===== config.mk =====
export PLATFORM = sky130hd
export DESIGN_NAME = upd7800_bus_target
export DESIGN_NICKNAME = d
export VERILOG_FILES = /design/src/rtl/upd7800_bus_target.sv
export SDC_FILE = /design/constraint.sdc
export NUM_CORES = 1
export LEC_CHECK = 0
export CAP_MARGIN = 15
export CORE_MARGIN = 3
export CORE_UTILIZATION = 50
export CTS_BUF_LIST = sky130_fd_sc_hd__clkbuf_8
export DETAILED_ROUTE_END_ITERATION = 8
export GPL_TIMING_DRIVEN = 1
export MAX_ROUTING_LAYER = met4
export PLACE_DENSITY_LB_ADDON = 0.08
export SYNTH_ARGS = -nofsm -noshare
export SYNTH_HDL_FRONTEND = slang
export SYNTH_SLANG_ARGS = --single-unit

===== constraint.sdc =====
create_clock -name CLK -period 3.6 [get_ports CLK]
set_clock_uncertainty 0.05 [all_clocks]
set_input_delay 0.72 -clock CLK [delete_from_list [all_inputs] [get_ports CLK]]
set_output_delay 0.72 -clock CLK [all_outputs]
set_load 0.05 [all_outputs]

===== src/rtl/upd7800_bus_target.sv =====
// uPD7800 external-bus responder: 128-byte on-chip RAM window, everything else
// bridged to a req/ack backing-memory port, plus an M1 fetch counter and sticky error.
module upd7800_bus_target #(
    parameter logic [15:0] RAM_BASE = 16'hFF80,
    parameter int          TIMEOUT  = 15
) (
    input  logic        CLK,
    input  logic        RESETB,
    input  logic [15:0] A,
    input  logic [7:0]  DB_I,
    output logic [7:0]  DB_O,
    output logic        DB_OE,
    input  logic        M1,
    input  logic        RDB,
    input  logic        WRB,
    output logic [15:0] MEM_A,
    output logic        MEM_REQ,
    output logic        MEM_WE,
    output logic [7:0]  MEM_D,
    input  logic [7:0]  MEM_Q,
    input  logic        MEM_ACK,
    output logic [15:0] FETCH_CNT,
    output logic        ERR,
    input  logic        ERR_CLR
);

    typedef enum logic [2:0] {
        S_IDLE    = 3'd0,
        S_RD_RAM  = 3'd1,
        S_RD_EXT  = 3'd2,
        S_RD_HOLD = 3'd3,
        S_WR_EXT  = 3'd4
    } state_t;

    // Last counter value before the wait is declared expired.
    localparam logic [3:0] TO_LAST = 4'(TIMEOUT - 1);

    function automatic logic is_ram_hit(input logic [15:0] addr);
        return (addr & 16'hFF80) == RAM_BASE;
    endfunction

    state_t      state_q, state_d;
    logic        rdb_q, wrb_q;
    logic [15:0] wa_q, wa_d;
    logic [7:0]  wd_q, wd_d;
    logic [7:0]  db_o_q, db_o_d;
    logic        db_oe_q, db_oe_d;
    logic [15:0] mem_a_q, mem_a_d;
    logic        mem_req_q, mem_req_d;
    logic        mem_we_q, mem_we_d;
    logic [7:0]  mem_d_q, mem_d_d;
    logic [3:0]  cnt_q, cnt_d;
    logic [15:0] fetch_cnt_q, fetch_cnt_d;
    logic        err_q, err_d;
    logic        rd_start_s, wr_commit_s, err_set_s, ram_we_s;
    logic [7:0]  ram [0:127];

    assign rd_start_s  = rdb_q & ~RDB;
    assign wr_commit_s = ~wrb_q & WRB;

    // Next-state, datapath and error logic.
    always_comb begin
        state_d     = state_q;
        wa_d        = wa_q;
        wd_d        = wd_q;
        db_o_d      = db_o_q;
        db_oe_d     = 1'b0;
        mem_a_d     = mem_a_q;
        mem_req_d   = mem_req_q;
        mem_we_d    = mem_we_q;
        mem_d_d     = mem_d_q;
        cnt_d       = cnt_q;
        fetch_cnt_d = fetch_cnt_q;
        err_set_s   = 1'b0;
        ram_we_s    = 1'b0;

        if (!WRB) begin
            wa_d = A;
            wd_d = DB_I;
        end else begin
            wa_d = wa_q;
            wd_d = wd_q;
        end

        if (rd_start_s && M1) begin
            fetch_cnt_d = fetch_cnt_q + 16'd1;
        end else begin
            fetch_cnt_d = fetch_cnt_q;
        end

        if (!RDB && !WRB) begin
            err_set_s = 1'b1;
        end else begin
            err_set_s = 1'b0;
        end

        case (state_q)
            S_IDLE: begin
                if (rd_start_s) begin
                    // A simultaneous write commit loses to the read.
                    if (wr_commit_s) begin
                        err_set_s = 1'b1;
                    end else begin
                        err_set_s = err_set_s;
                    end
                    if (is_ram_hit(A)) begin
                        state_d = S_RD_RAM;
                    end else begin
                        mem_a_d   = A;
                        mem_we_d  = 1'b0;
                        mem_req_d = 1'b1;
                        cnt_d     = 4'd0;
                        state_d   = S_RD_EXT;
                    end
                end else if (wr_commit_s) begin
                    if (is_ram_hit(wa_q)) begin
                        ram_we_s = 1'b1;
                    end else begin
                        mem_a_d   = wa_q;
                        mem_d_d   = wd_q;
                        mem_we_d  = 1'b1;
                        mem_req_d = 1'b1;
                        cnt_d     = 4'd0;
                        state_d   = S_WR_EXT;
                    end
                end else begin
                    state_d = S_IDLE;
                end
            end
            S_RD_RAM: begin
                db_o_d  = ram[A[6:0]];
                db_oe_d = ~RDB;
                state_d = S_RD_HOLD;
            end
            S_RD_EXT: begin
                if (MEM_ACK) begin
                    db_o_d    = MEM_Q;
                    db_oe_d   = ~RDB;
                    mem_req_d = 1'b0;
                    state_d   = S_RD_HOLD;
                end else if (cnt_q == TO_LAST) begin
                    db_o_d    = 8'hFF;
                    db_oe_d   = ~RDB;
                    err_set_s = 1'b1;
                    mem_req_d = 1'b0;
                    state_d   = S_RD_HOLD;
                end else if (RDB) begin
                    mem_req_d = 1'b0;
                    err_set_s = 1'b1;
                    state_d   = S_IDLE;
                end else begin
                    cnt_d = cnt_q + 4'd1;
                end
            end
            S_RD_HOLD: begin
                if (RDB) begin
                    db_oe_d = 1'b0;
                    state_d = S_IDLE;
                end else begin
                    db_oe_d = 1'b1;
                end
            end
            S_WR_EXT: begin
                if (MEM_ACK) begin
                    mem_req_d = 1'b0;
                    mem_we_d  = 1'b0;
                    state_d   = S_IDLE;
                end else if (cnt_q == TO_LAST) begin
                    mem_req_d = 1'b0;
                    mem_we_d  = 1'b0;
                    err_set_s = 1'b1;
                    state_d   = S_IDLE;
                end else begin
                    cnt_d = cnt_q + 4'd1;
                end
            end
            default: begin
                mem_req_d = 1'b0;
                mem_we_d  = 1'b0;
                state_d   = S_IDLE;
            end
        endcase

        if (state_q != S_IDLE && (rd_start_s || wr_commit_s)) begin
            err_set_s = 1'b1;
        end else begin
            err_set_s = err_set_s;
        end

        // A set event in the same clock overrides the clear.
        if (err_set_s) begin
            err_d = 1'b1;
        end else if (ERR_CLR) begin
            err_d = 1'b0;
        end else begin
            err_d = err_q;
        end
    end

    // Control and datapath registers.
    always_ff @(posedge CLK or negedge RESETB) begin
        if (!RESETB) begin
            state_q     <= S_IDLE;
            rdb_q       <= 1'b1;
            wrb_q       <= 1'b1;
            wa_q        <= 16'h0000;
            wd_q        <= 8'h00;
            db_o_q      <= 8'h00;
            db_oe_q     <= 1'b0;
            mem_a_q     <= 16'h0000;
            mem_req_q   <= 1'b0;
            mem_we_q    <= 1'b0;
            mem_d_q     <= 8'h00;
            cnt_q       <= 4'd0;
            fetch_cnt_q <= 16'h0000;
            err_q       <= 1'b0;
        end else begin
            state_q     <= state_d;
            rdb_q       <= RDB;
            wrb_q       <= WRB;
            wa_q        <= wa_d;
            wd_q        <= wd_d;
            db_o_q      <= db_o_d;
            db_oe_q     <= db_oe_d;
            mem_a_q     <= mem_a_d;
            mem_req_q   <= mem_req_d;
            mem_we_q    <= mem_we_d;
            mem_d_q     <= mem_d_d;
            cnt_q       <= cnt_d;
            fetch_cnt_q <= fetch_cnt_d;
            err_q       <= err_d;
        end
    end

    // RAM array; contents survive reset.
    always_ff @(posedge CLK) begin
        if (ram_we_s) begin
            ram[wa_q[6:0]] <= wd_q;
        end
    end

    assign DB_O      = db_o_q;
    assign DB_OE     = db_oe_q;
    assign MEM_A     = mem_a_q;
    assign MEM_REQ   = mem_req_q;
    assign MEM_WE    = mem_we_q;
    assign MEM_D     = mem_d_q;
    assign FETCH_CNT = fetch_cnt_q;
    assign ERR       = err_q;

endmodule


==> results of run 1 <==
[registers in the layout (all words and copies together) (netlist names)]
name	count
ram	1024
FETCH_CNT	16
MEM_A	16
wa_q	16
DB_O	8
MEM_D	8
wd_q	8
cnt_q	4
state_q	3
DB_OE	1
ERR	1
MEM_REQ	1
MEM_WE	1
rdb_q	1
wrb_q	1
[stage by stage]
step / TNS [ns] / area [sq um] / total power, mW / worst slack, ns / std cells
floorplan: 0 / 43700 / 17.3 / 0.849 / 2284
global placement: -0.0445 / 47500 / 19.0 / -0.0436 / 3643
detailed placement: -0.0463 / 47500 / 19.0 / -0.0463 / 3643
CTS: 0 / 50700 / 28.8 / 0.237 / 3959
global route: 0 / 50700 / 29.7 / 0.106 / 3961
finish: 0 / 50700 / 28.6 / 0.212 / 3961
[power breakdown]
part           total, mW  internal, mW  leakage, nW  switching, mW
Clock               9.78          5.01         1.86           4.78
Sequential          15.0          14.5         10.2          0.441
Combinational       3.80          1.29         5.02           2.50
Total               28.6          20.8         17.1           7.72
[worst min-delay path, stage by stage]
cell and delay, ns:
sky130_fd_sc_hd__buf_2 0.26, sky130_fd_sc_hd__nand2_1 0.13, sky130_fd_sc_hd__a31oi_1 0.08
[synthesized netlist by cell type, types with 3 or more instances]
library cell / instances / area, sq um
sky130_fd_sc_hd__a21oi_1: 31 / 155
sky130_fd_sc_hd__nand3_1: 41 / 205
sky130_fd_sc_hd__a221oi_1: 27 / 236
sky130_fd_sc_hd__o21ai_1: 7 / 35.0
sky130_fd_sc_hd__buf_1: 8 / 30.0
sky130_fd_sc_hd__o22ai_1: 28 / 175
sky130_fd_sc_hd__or3_1: 4 / 25.0
sky130_fd_sc_hd__o21ai_0: 34 / 170
sky130_fd_sc_hd__nor4_1: 13 / 81.3
sky130_fd_sc_hd__nand3b_1: 4 / 30.0
sky130_fd_sc_hd__mux2_2: 44 / 495
sky130_fd_sc_hd__and3_1: 7 / 43.8
sky130_fd_sc_hd__buf_2: 26 / 130
sky130_fd_sc_hd__a32oi_1: 4 / 35.0
sky130_fd_sc_hd__o22a_1: 4 / 35.0
sky130_fd_sc_hd__and2_1: 5 / 31.3
sky130_fd_sc_hd__a211oi_1: 7 / 52.6
sky130_fd_sc_hd__nand2b_1: 8 / 50.1
sky130_fd_sc_hd__o31ai_1: 4 / 30.0
sky130_fd_sc_hd__ha_1: 3 / 37.5
sky130_fd_sc_hd__o311a_1: 3 / 30.0
sky130_fd_sc_hd__or4_1: 3 / 22.5
sky130_fd_sc_hd__inv_1: 11 / 41.3
sky130_fd_sc_hd__nor3_1: 20 / 100
sky130_fd_sc_hd__o211ai_1: 8 / 60.1
sky130_fd_sc_hd__buf_4: 36 / 270
sky130_fd_sc_hd__edfxtp_1: 1024 / 30700
sky130_fd_sc_hd__nand4_1: 4 / 25.0
sky130_fd_sc_hd__xor2_1: 5 / 43.8
sky130_fd_sc_hd__nor2b_1: 9 / 56.3
sky130_fd_sc_hd__mux2i_1: 81 / 811
sky130_fd_sc_hd__o221a_2: 5 / 56.3
sky130_fd_sc_hd__a31oi_1: 24 / 150
sky130_fd_sc_hd__clkbuf_1: 46 / 173
sky130_fd_sc_hd__a311o_1: 3 / 30.0
sky130_fd_sc_hd__mux4_2: 226 / 5090
sky130_fd_sc_hd__a22oi_1: 16 / 120
sky130_fd_sc_hd__a32o_1: 3 / 30.0
sky130_fd_sc_hd__dfrtp_1: 83 / 2080
sky130_fd_sc_hd__buf_6: 10 / 113
sky130_fd_sc_hd__nand2_1: 138 / 518
sky130_fd_sc_hd__xnor2_1: 12 / 105
sky130_fd_sc_hd__nor2_1: 177 / 664
[layout by cell type (no fill, tap or decap), drive strengths merged, types with 5 or more instances in the layout]
cell / count
a211oi: 7
a21oi: 31
a221oi: 27
a22oi: 16
a31oi: 24
and2: 5
and3: 7
buf: 258
clkbuf: 188
clkdlybuf4s50: 84
clkinv: 58
clkinvlp: 5
dfrtp: 83
edfxtp: 1024
inv: 72
mux2: 44
mux2i: 81
mux4: 226
nand2: 138
nand2b: 8
nand3: 41
nor2: 177
nor2b: 9
nor3: 21
nor4: 13
o211ai: 8
o21ai: 41
o221a: 5
o22ai: 28
xnor2: 12
xor2: 5
[metal layers]
layer,vias up,track usage
met1,12400,0.363
met2,1017,0.400
met4,0,0.0758
met3,184,0.0529
li1,10100,-
met5,-,-
[cell type report]
class	count	area, sq um	share of cell area
sequential	1109	32900	0.649
multi-input combinational	1037	10100	0.199
timing repair buffer	343	3080	0.0606
clock buffer	188	2590	0.0510
tap	1144	1430	0.0282
clock inverter	127	606	0.0119
inverter	11	41.3	0.000814
antenna	2	5.00	0.0000987
[what timing repair did]
item,in CTS,in global routing
endpoints found under the setup margin,0,0
hold endpoints to repair,43,0
hold buffers,1,0
[kinds of logic after synthesis]
group	Yosys count	share of synthesized area
buffers and inverters	138	0.0177
flip-flops	1109	0.752
AND/OR/NAND/NOR	443	0.0443
AO/OA/AOI/OAI	223	0.0353
XOR/XNOR	17	0.00341
multiplexers	351	0.146
adder cells (fa/ha/maj)	3	0.000859
[worst max-delay path by stage]
stage	from	end	slack [ns]	cells past startpoint
after CTS	state_q[1]	ram[106][6]	0.24	8
after floorplan	RDB	ram[100][0]	0.85	7
final	state_q[1]	ram[106][6]	0.21	8
after global placement	A[0]	DB_O[0]	-0.04	8
after global routing	state_q[1]	ram[109][6]	0.11	8
after detailed placement	A[0]	DB_O[0]	-0.05	9
==> results summary, run 1 <==
The flow ran to the end, and the final reports show no timing, DRC or antenna violations. The hold path depth is 3. For this configuration, the core starts out at a cell density of 0.509. The delay of the slowest critical-path stage is 0.52 ns. The most frequently used flop master after synthesis is sky130_fd_sc_hd__edfxtp_1. The clock-pin slew of the registers on the worst-case setup and hold paths came out at 0.06 ns. The cell count after synthesis is 2,284. For the worst setup path, the data required time is 4.07 ns.

The largest net degree at the start of global routing is 131. The maximum frequency from static timing analysis is 0.295 GHz. The number of hold violations in the final report came out at 0. The die covers 0.0910 sq mm. In this run the critical register-to-register path is launched from state_q[1].

The highest signal layer in the routed design is met4. In the final layout, the share of cells above drive strength 1 is 0.274. The smallest clock period supported by the final layout is computed as 3.39 ns. The fraction of the cycle the final worst path needs is 0.941.

The flip-flop and latch count after synthesis is 1,109. The maximum clock path buffer count is 3. The global placement routability congestion is 0.848.

The sequential fraction of the synthesis area came out at 0.752. The async set-or-reset flop fraction in the synthesized netlist is 0.0766. The critical register-to-register path endpoint is ram[106][6]. The number of antenna violations at the first check in global routing was 3. The met3 wirelength from detailed routing came out at 9070 um.

The number of global-route vias before repair came out at 24,300. The layout has 6,484 filler cells. The mean routed wirelength per cell is 28.4 um. TritonCTS built the clock tree. From bottom edge to top edge, the die measures 302 um. The number of violations of the max-capacitance limit is 0.

The remaining global-route overflow came out at 0. The final net count came out at 2,722. Headroom to the max-slew limit came out at 0.340.

By startpoint and endpoint, the worst setup path is classified as flop to flop. The power density relative to cell area came out at 563 mW/mm^2. For this block, the initial DRC count from the detailed router was 2,599.

The number of nets with antenna violations after routing is 0. The detailed-routing iteration count for the pre-antenna-repair pass came out at 6. For hold timing, the worst endpoint is MEM_A[4]. Grouping stages by cell kind, the critical path spends the most delay in simple AND/OR/NAND/NOR gates. The routed wire length is 113,000 um. STA puts the critical path data arrival time at 3.86 ns. The sum of routed wire segments on met1 is 47,000 um. The critical path contains buffers and inverters numbering 2 combined.

The number of cell rows came out at 107. The count of buffers inserted at the top-level ports came out at 90. Across every metal layer, demand over resource in global routing totals 0.262. The area growth from synthesis to layout is 16.1%. The die extent in x came out at 302 um. The number of setup buffers added after CTS is 0. The element type at the critical path start is a flop. Counting flops with a built-in enable in the synthesized netlist gives 1,024. The worst min-delay path category is primary input to flop. After synthesis the cells add up to 0.0437 sq mm. The clock latency of the later-clocked register in the worst-skew pair is 0.84 ns.

The slew at the pin closest to its max-slew limit is 0.991 ns. The type of destination of the critical path is a flop. CTS placed an instance of sky130_fd_sc_hd__clkbuf_8 at the clock tree root.

VDD sags by at most 0.504 mV. The wire length of the first global-routing pass is 166,000 um. The total via count after detailed routing is 23,700. The final count of pins violating max slew was 0. For this run, the share of the core covered by cells in the final layout is 0.590. Setup repair after global routing left no endpoint under its margin. Traced cell by cell, the critical path runs through or3_1 > nor3_2 > buf_4 > nand3_1 > nor2_1 > nand3_1 > nor2_1 > buf_4. The number of cells on the worst reg-to-reg path is 8. The critical hold path startpoint is A[4]. The leakage power is 17.1 nW. The worst-case register-to-register setup slack came out at 0.21 ns.

The largest individual stage delay along the critical path comes from the cell sky130_fd_sc_hd__dfrtp_1. The mean cell area of the mapped netlist is 19.1 sq um. Detailed placement ended at an HPWL of 69,700 um.

The largest fanout of any net on the critical path came out at 15. For this design the top-level I/O count stands at 91. The area inside the core boundary is 0.0859 sq mm. The worst hold-check slack is 0.359 ns. The Yosys warning count is 0. Wire segments on met2 add up to 53,900 um in the final route.

The count of distinct cell types in the synthesized netlist is 62. The number of endpoints failing setup at the final stage came out at 0. The number of H-tree branching levels is 4. The clock buffer count from CTS came out at 178. For this run, design rule violations remaining after detail routing come to 0.

The post-cts resize count came out at 0. The number of clock sinks is 1,109. The net count after synthesis came out at 2,326. The via count normalized by instance count came out at 5.99.
Power figures use the tool's default switching activity.
==> run 2: changes to the inputs <==
Settings changed: REMOVE_ABC_BUFFERS set to 1.
==> run 2 against run 1 <==
- power down 0.18%
- sequential power about the same
- maximum frequency up 7.8%
- final cell count up 0.61%
- utilization up 0.16 points
- setup slack better by 0.25 ns
- clock power about the same
- combinational power down 2%
- first-iteration DRC count up 5.7%
==> results summary, run 2 (same netlist as run 1, synthesis figures left out) <==
The flow ran to the end, and the final reports show no timing, DRC or antenna violations. The maximum clock path buffer count came to 3 (unchanged). The largest fanout of any net on the critical path is 14 (-1).

The vertical die dimension is 302 um (unchanged). The path depth of the worst reg2reg path is 8 (unchanged). The final net count came out at 2,741 (+0.70%).

The leakage power came out at 17.2 nW (+0.60%). The routed wire length is 115,000 um (+2.2%). The number of global-route vias before repair is 24,200 (-0.53%). The detailed-placement wirelength estimate is 74,000 um (+6.1%). The via count normalized by instance count is 6.02 (+0.47%). The post-placement cell area is 0.0476 sq mm (+0.26%).

The delay of the slowest critical-path stage came out at 0.55 ns (+0.03 ns). The slowest stage of the critical path is the sky130_fd_sc_hd__or3_1 cell. The overall routing resource usage is 0.267 (+0.00517).

The worst register-to-register path ends at ram[119][0]. The area taken by multi-input logic gates is 0.0101 sq mm (about the same). The number of cell rows came out at 107 (unchanged). The cell occurring most often along the worst timing path is sky130_fd_sc_hd__buf_4.

The final routed DRC violation total was 0 (unchanged). The time the worst path needs with I/O delays and setup was 3.14 ns (-0.246 ns). The largest net degree at the start of global routing is 131 (unchanged). The endpoint required time on the critical path is 4.07 ns (about the same). The fill cell total of the finished layout was 6,384 (-1.5%). The number of buffers and inverters on the critical path is 2 (unchanged).

The number of H-tree branching levels came out at 4 (unchanged). The count of buffers inserted at the top-level ports came to 90 (unchanged). The number of hold violations in the final report is 0 (unchanged). The clock buffer count from CTS came out at 175 (-1.7%). The number of buffers added to fix hold violations after cts is 0 (-1).

The clock latency of the later-clocked register in the worst-skew pair is 0.82 ns (-0.02 ns). The number of clock sinks came to 1,109 (unchanged). By startpoint and endpoint, the worst setup path is classified as flop to flop.

The number of flip-flops under the largest register name is 1,024 (unchanged). The global placement routability congestion came out at 0.917 (+8.1%). The proportion of layout cells with a drive suffix above 1 came out at 0.280 (+0.00578).

The remaining global-route overflow is 0 (unchanged). The headroom to the max-slew limit came to 0.202 (-0.138). The effective utilization at floorplan is 0.509 (unchanged).

The mean routed wirelength per cell is 28.9 um (+1.6%). The clock-pin slew of the registers on the worst-case setup and hold paths is 0.06 ns (about the same). The area inside the core boundary came to 0.0859 sq mm (unchanged). The slew at the pin closest to its max-slew limit is 1.20 ns (+0.206 ns). The detailed-routing iteration count for the pre-antenna-repair pass came out at 6 (unchanged). The wire length of the first global-routing pass is 169,000 um (+2.0%). The number of antenna violations at the first check in global routing came out at 3 (unchanged). The power density relative to cell area came to 561 mW/mm^2 (-0.45%). Setup repair after global routing left no endpoint under its margin. The final count of pins violating max slew came out at 0 (unchanged). The arrival time reported for the critical path endpoint came out at 3.62 ns (-0.24 ns). The worst-case register-to-register setup slack is 0.46 ns (+0.25 ns). From synthesis to final layout, the design area changed by 16.4%. The count of buffers added by post-CTS timing repair for setup is 0 (unchanged). The library cell used most frequently in the layout, excluding fill and tap cells, is sky130_fd_sc_hd__edfxtp_1.

The post-layout total power is 28.5 mW (-0.18%). The top cell types in the final layout, fill and taps aside, are sky130_fd_sc_hd__edfxtp_1 (1,024), sky130_fd_sc_hd__buf_4 (258), sky130_fd_sc_hd__mux4_2 (226). The type of destination of the critical path is a flop.

The number of endpoints failing setup at the final stage came out at 0 (unchanged). The sequential cell area is 0.0329 sq mm (unchanged). The element type at the critical path start is a flop.

In this design, the largest share of critical-path delay is due to simple AND/OR/NAND/NOR gates. The worst reg2reg path startpoint is state_q[0]. The critical path goes through or3_1 > nor3_2 > nand2_1 > nor3_1 > buf_4 > nand3_1 > nor2_1 > buf_4. The number of violations of the max-capacitance limit came to 0 (unchanged).

The total via count after detailed routing is 24,000 (+1.1%). The total I/O pin count is 91 (unchanged). The TritonCTS clock tree is yes. The fraction of the cycle the final worst path needs came to 0.873 (-0.0684). The worst min-delay path category is primary input to asynchronous set/reset pin. The post-cts resize count is 0 (unchanged). The cell sitting at the root of the clock tree is a sky130_fd_sc_hd__clkbuf_8.

The number of nets with antenna violations after routing is 0 (unchanged). The final instance area is 0.0509 sq mm (+0.28%). The area enclosed by the die boundary is 0.0910 sq mm (unchanged). The maximum frequency from static timing analysis is 0.318 GHz (+7.8%).

The initial detailed-routing violation count is 2,748 (+5.7%). The die extent in x came out at 302 um (unchanged). The maximum ir drop on the vdd rail is 0.498 mV (-1.2%).
run 2: cell type report:
class | instances | share of cell area
repair buffers | 365 | 0.0633
clock inverters | 136 | 0.0137
well taps | 1144 | 0.0281
flip-flops and latches | 1109 | 0.647
clock buffers | 181 | 0.0490
multi-input cells | 1037 | 0.198
inverters | 11 | 0.000812
diodes | 2 | 0.0000984
run 2: how the worst max path moves through the flow:
stage               start          end  slack [ns]  cells after the start
6_report       state_q[0]  ram[119][0]        0.46                      8
5_1_grt        state_q[0]  ram[119][6]        0.20                      8
4_1_cts           DB_O[5]      DB_O[5]        0.42                      1
3_5_place_dp         A[0]      DB_O[5]       -0.09                      9
3_3_place_gp         A[0]      DB_O[5]       -0.06                      9
2_1_floorplan         RDB      MEM_REQ        0.69                      6
run 2: worst register-to-register path, stage by stage (launching register included):
cell and delay, ns:
sky130_fd_sc_hd__dfrtp_1 0.54, sky130_fd_sc_hd__or3_1 0.55, sky130_fd_sc_hd__nor3_2 0.32, sky130_fd_sc_hd__nand2_1 0.18, sky130_fd_sc_hd__nor3_1 0.23, sky130_fd_sc_hd__buf_4 0.22, sky130_fd_sc_hd__nand3_1 0.23, sky130_fd_sc_hd__nor2_1 0.30
sky130_fd_sc_hd__buf_4 0.22
run 2: per-stage QoR:
stage,setup WS (ns),utilization,hold WS (ns),cells,setup TNS (ns)
final,0.458,0.592,0.0380,3985,0
after global routing,0.196,0.592,0.0785,3985,0
after CTS,0.419,0.592,0.0133,3982,0
after detailed placement,-0.0940,0.554,0.416,3665,-0.0940
after global placement,-0.0624,0.554,0.409,3665,-0.0661
after floorplan,0.692,-,0.374,2157,0
run 2: routing by layer:
metal	wire [um]	part of all wire	global-route usage	vias to the layer above
li1	-	-	-	10100
met1	50200	0.44	0.389	12500
met2	52900	0.46	0.391	1110
met3	9090	0.079	0.0472	187
met4	2840	0.025	0.0787	0
met5	0	0	-	-
run 2: power breakdown:
part | total (mW) | internal [mW] | leakage [nW] | switching, mW
clock | 9.78 | 4.96 | 1.86 | 4.82
sequential | 15.0 | 14.5 | 10.2 | 0.475
combinational | 3.72 | 1.28 | 5.12 | 2.44
total | 28.5 | 20.8 | 17.2 | 7.73
==> run 3: changes to the inputs <==
Settings changed: ABC_AREA set to 1, CORE_UTILIZATION 50 to 64.
==> run 3 against run 2 <==
- first-iteration DRC count increased by 40%
- critical path depth decreased by 7
- power rose by 2.2%
- via count increased by 31%
- global-route usage grew 6.5 points
- flip-flop and latch count did not move
- setup slack improved by 0.24 ns
- count of clock-buffer cells in the layout rose by 1
- hold slack improved by 0.24 ns
- wire length up 3.8%
- highest routed layer unchanged
- critical endpoint is now FETCH_CNT[11]
==> results summary, run 3 <==
The flow ran to the end, and the final reports show no timing, DRC or antenna violations. The Yosys warning count was 0 (unchanged). The final core utilization came to 0.742 (+0.150). The number of endpoints failing setup at the final stage came to 0 (unchanged). The effective utilization at floorplan was 0.649 (+0.140).

The area inside the core boundary is 0.0704 sq mm (-18%). The final count of pins violating max slew came to 0 (unchanged). The area enclosed by the die boundary came out at 0.0746 sq mm (-18%). The worst setup path category is flop to output pin. The number of flip-flops under the largest register name came out at 1,024 (unchanged). The maximum ir drop on the vdd rail is 0.562 mV (+13%). The commonest cells after synthesis are sky130_fd_sc_hd__nand2_1 (1,439), sky130_fd_sc_hd__edfxtp_1 (1,024), sky130_fd_sc_hd__nand3_1 (898), sky130_fd_sc_hd__nor2_1 (146), sky130_fd_sc_hd__buf_2 (115). The flip-flop and latch count after synthesis came out at 1,109 (unchanged). The time the worst path needs with I/O delays and setup is 2.90 ns (-0.244 ns). The tightest min-delay check is of the primary input to asynchronous set/reset pin type.

The final routed DRC violation total is 0 (unchanged). TritonCTS built the clock tree. The initial detailed-routing violation count is 3,850 (+40%). The number of buffers and inverters on the critical path came out at 1 (-1). Leaving out fill and tap cells, the most frequent cell in the layout is sky130_fd_sc_hd__nand2_1. The critical path starts at FETCH_CNT[11]. The clock latency of the later-clocked register in the worst-skew pair is 0.80 ns (-0.02 ns). The most frequently used flop master after synthesis is sky130_fd_sc_hd__edfxtp_1.

The count of distinct cell types in the synthesized netlist came to 40 (-35%). STA classifies the critical path startpoint as a flop. The largest individual stage delay along the critical path comes from the cell sky130_fd_sc_hd__clkdlybuf4s50_1. The global placement routability congestion is 0.922 (+0.50%).

In the post-synthesis netlist, the cell with the most instances is sky130_fd_sc_hd__nand2_1. The leakage power came out at 20.0 nW (+16%). The number of global-route vias before repair is 30,400 (+26%). The total via count after detailed routing was 31,500 (+31%). The final total negative setup slack came out at 0 ns (unchanged). The async set-or-reset flop fraction in the synthesized netlist was 0.0766 (unchanged).

The largest fanout of any net on the critical path came out at 5 (-9). The clock buffer count from CTS came out at 171 (-2.3%). The area share of the largest cell type after synthesis was 0.673 (-0.0301).

The number of clock sinks came out at 1,109 (unchanged). The slew at the pin closest to its max-slew limit is 1.06 ns (-0.138 ns). The mapped cell area came out at 0.0457 sq mm (+4.5%).

The arrival time reported for the critical path endpoint is 2.13 ns (-1.49 ns). The worst hold-check slack came out at 0.276 ns (+0.238 ns). The die extent in x came out at 273 um (-9.5%). The final net count was 4,336 (+58%). The overall routing resource usage is 0.332 (+0.0654).

The number of violations of the max-capacitance limit is 0 (unchanged). The largest net degree at the start of global routing came out at 137 (+4.6%). The critical path goes through clkdlybuf4s50_1. Of all cell types, the one taking the most synthesized area is sky130_fd_sc_hd__edfxtp_1. The cell count after synthesis came out at 4,042 (+77%). The fraction of the cycle the final worst path needs was 0.805 (-0.0678).

The maximum frequency from static timing analysis is 0.345 GHz (+8.4%). The wire length of the first global-routing pass came to 178,000 um (+5.2%). The number of cell rows was 97 (-9.3%). The detailed-placement wirelength estimate is 73,500 um (-0.65%).

The number of hold violations in the final report is 0 (unchanged). The routed wire length came out at 120,000 um (+3.8%). The worst register-to-register path begins at state_q[0].

The kind of cell with the highest combined delay on the critical path is buffers and inverters. The total I/O pin count came out at 91 (unchanged). The number of H-tree branching levels is 4 (unchanged). The count of buffers inserted at the top-level ports is 90 (unchanged). The post-cts resize count is 0 (unchanged). The number of antenna violations at the first check in global routing came out at 2 (-1).

The proportion of layout cells with a drive suffix above 1 came out at 0.116 (-0.164). The number of buffers added to fix hold violations after cts was 1 (+1). The remaining global-route overflow is 0 (unchanged). The relative area change from synthesis to final layout came out at 14.4%.

The delay of the slowest critical-path stage came out at 0.88 ns (+0.33 ns). The number of nets with antenna violations after routing is 0 (unchanged). The count of buffers added by post-CTS timing repair for setup is 0 (unchanged).

The power density relative to cell area is 558 mW/mm^2 (-0.52%). The headroom to the max-slew limit came out at 0.294 (+0.0922). The mean cell area of the mapped netlist came out at 11.3 sq um (-41%). The number of enable flip-flop cells after synthesis came out at 1,024 (unchanged). Ranked by total cell area, the synthesized netlist is headed by sky130_fd_sc_hd__edfxtp_1 (67%), sky130_fd_sc_hd__nand2_1 (12%), sky130_fd_sc_hd__nand3_1 (9.8%). The detailed-routing iteration count for the pre-antenna-repair pass is 6 (unchanged). The mean routed wirelength per cell is 22.3 um (-23%). The sequential fraction of the synthesis area came out at 0.720 (-0.0321). The clock-pin slew of the registers on the worst-case setup and hold paths came out at 0.06 ns (about the same). The maximum clock path buffer count is 3 (unchanged). The vertical die dimension was 273 um (-9.5%).

The tree is rooted in a sky130_fd_sc_hd__clkbuf_8. The top cell types in the final layout, fill and taps aside, are sky130_fd_sc_hd__nand2_1 (1,439), sky130_fd_sc_hd__edfxtp_1 (1,024), sky130_fd_sc_hd__nand3_1 (898). Setup repair after global routing left no endpoint under its margin. STA classifies the critical path endpoint as an output pin. The via count normalized by instance count came out at 5.87 (-2.4%). The endpoint required time on the critical path came out at 2.83 ns (-1.24 ns).
-- run 3: cell types whose count changed after synthesis, moves of 27 or more --
cell and change:
sky130_fd_sc_hd__inv_1 +50, sky130_fd_sc_hd__nor2_1 -31, sky130_fd_sc_hd__nand2_1 +1301, sky130_fd_sc_hd__o22ai_1 -28, sky130_fd_sc_hd__a221oi_1 -27, sky130_fd_sc_hd__clkbuf_1 +48, sky130_fd_sc_hd__buf_2 +89, sky130_fd_sc_hd__mux2_2 -43
sky130_fd_sc_hd__mux4_2 -226, sky130_fd_sc_hd__nand3_1 +857, sky130_fd_sc_hd__mux2i_1 -81
-- run 3: cells by family (layout without fill, tap and decap cells) --
| family | Yosys count | after routing | synth area share |
|---|---|---|---|
| AND/OR/NAND/NOR | 2525 | 2525 | 0.236 |
| flip-flops | 1109 | 1109 | 0.720 |
| buffers and inverters | 315 | 700 | 0.0300 |
| AO/OA/AOI/OAI | 72 | 72 | 0.00970 |
| XOR/XNOR | 17 | 17 | 0.00326 |
| adder cells (fa/ha/maj) | 3 | 3 | 0.000822 |
| multiplexers | 1 | 1 | 0.000247 |
| other | 0 | 2 | 0 |
-- run 3: cell type report --
| cell class | count | area, sq um |
|---|---|---|
| inverter | 70 | 280 |
| antenna | 2 | 5.00 |
| tap | 940 | 1180 |
| multi-input combinational | 2618 | 11400 |
| fill | 4788 | 18200 |
| sequential | 1109 | 32900 |
| clock buffer | 182 | 2500 |
| clock inverter | 124 | 841 |
| timing repair buffer | 324 | 3110 |
-- run 3: metal layers --
layer,GRT usage,up-vias,routed length (um)
met2,0.513,1637,56800
li1,-,14600,-
met3,0.0629,300,11400
met1,0.442,15000,47100
met5,-,-,0
met4,0.134,0,4290
-- run 3: stage by stage --
stage | total power, mW | std cells | instance area [sq um] | worst slack [ns]
global route | 30.1 | 5369 | 52200 | 0.614
finish | 29.1 | 5369 | 52200 | 0.702
global placement | 19.0 | 5060 | 48900 | 0.152
floorplan | 17.3 | 3797 | 44600 | -2.43
detailed placement | 19.1 | 5060 | 48900 | 0.0786
CTS | 29.2 | 5367 | 52200 | 0.639
-- run 3: final timing paths --
check	endpoint	slack, ns	cells after the start
hold / removal	FETCH_CNT[6]	0.28	2
max in group asynchronous	wrb_q	2.55	3
min in group CLK	FETCH_CNT[15]	0.43	1
setup / recovery	FETCH_CNT[11]	0.70	1
setup reg to reg	ram[84][3]	0.84	8
hold reg to reg	FETCH_CNT[15]	0.43	1
-- run 3: power by group --
group | internal, mW | switching, mW | total, mW
clock network | 5.53 | 4.74 | 10.3
registers | 14.5 | 0.454 | 15.0
logic | 1.10 | 2.81 | 3.91
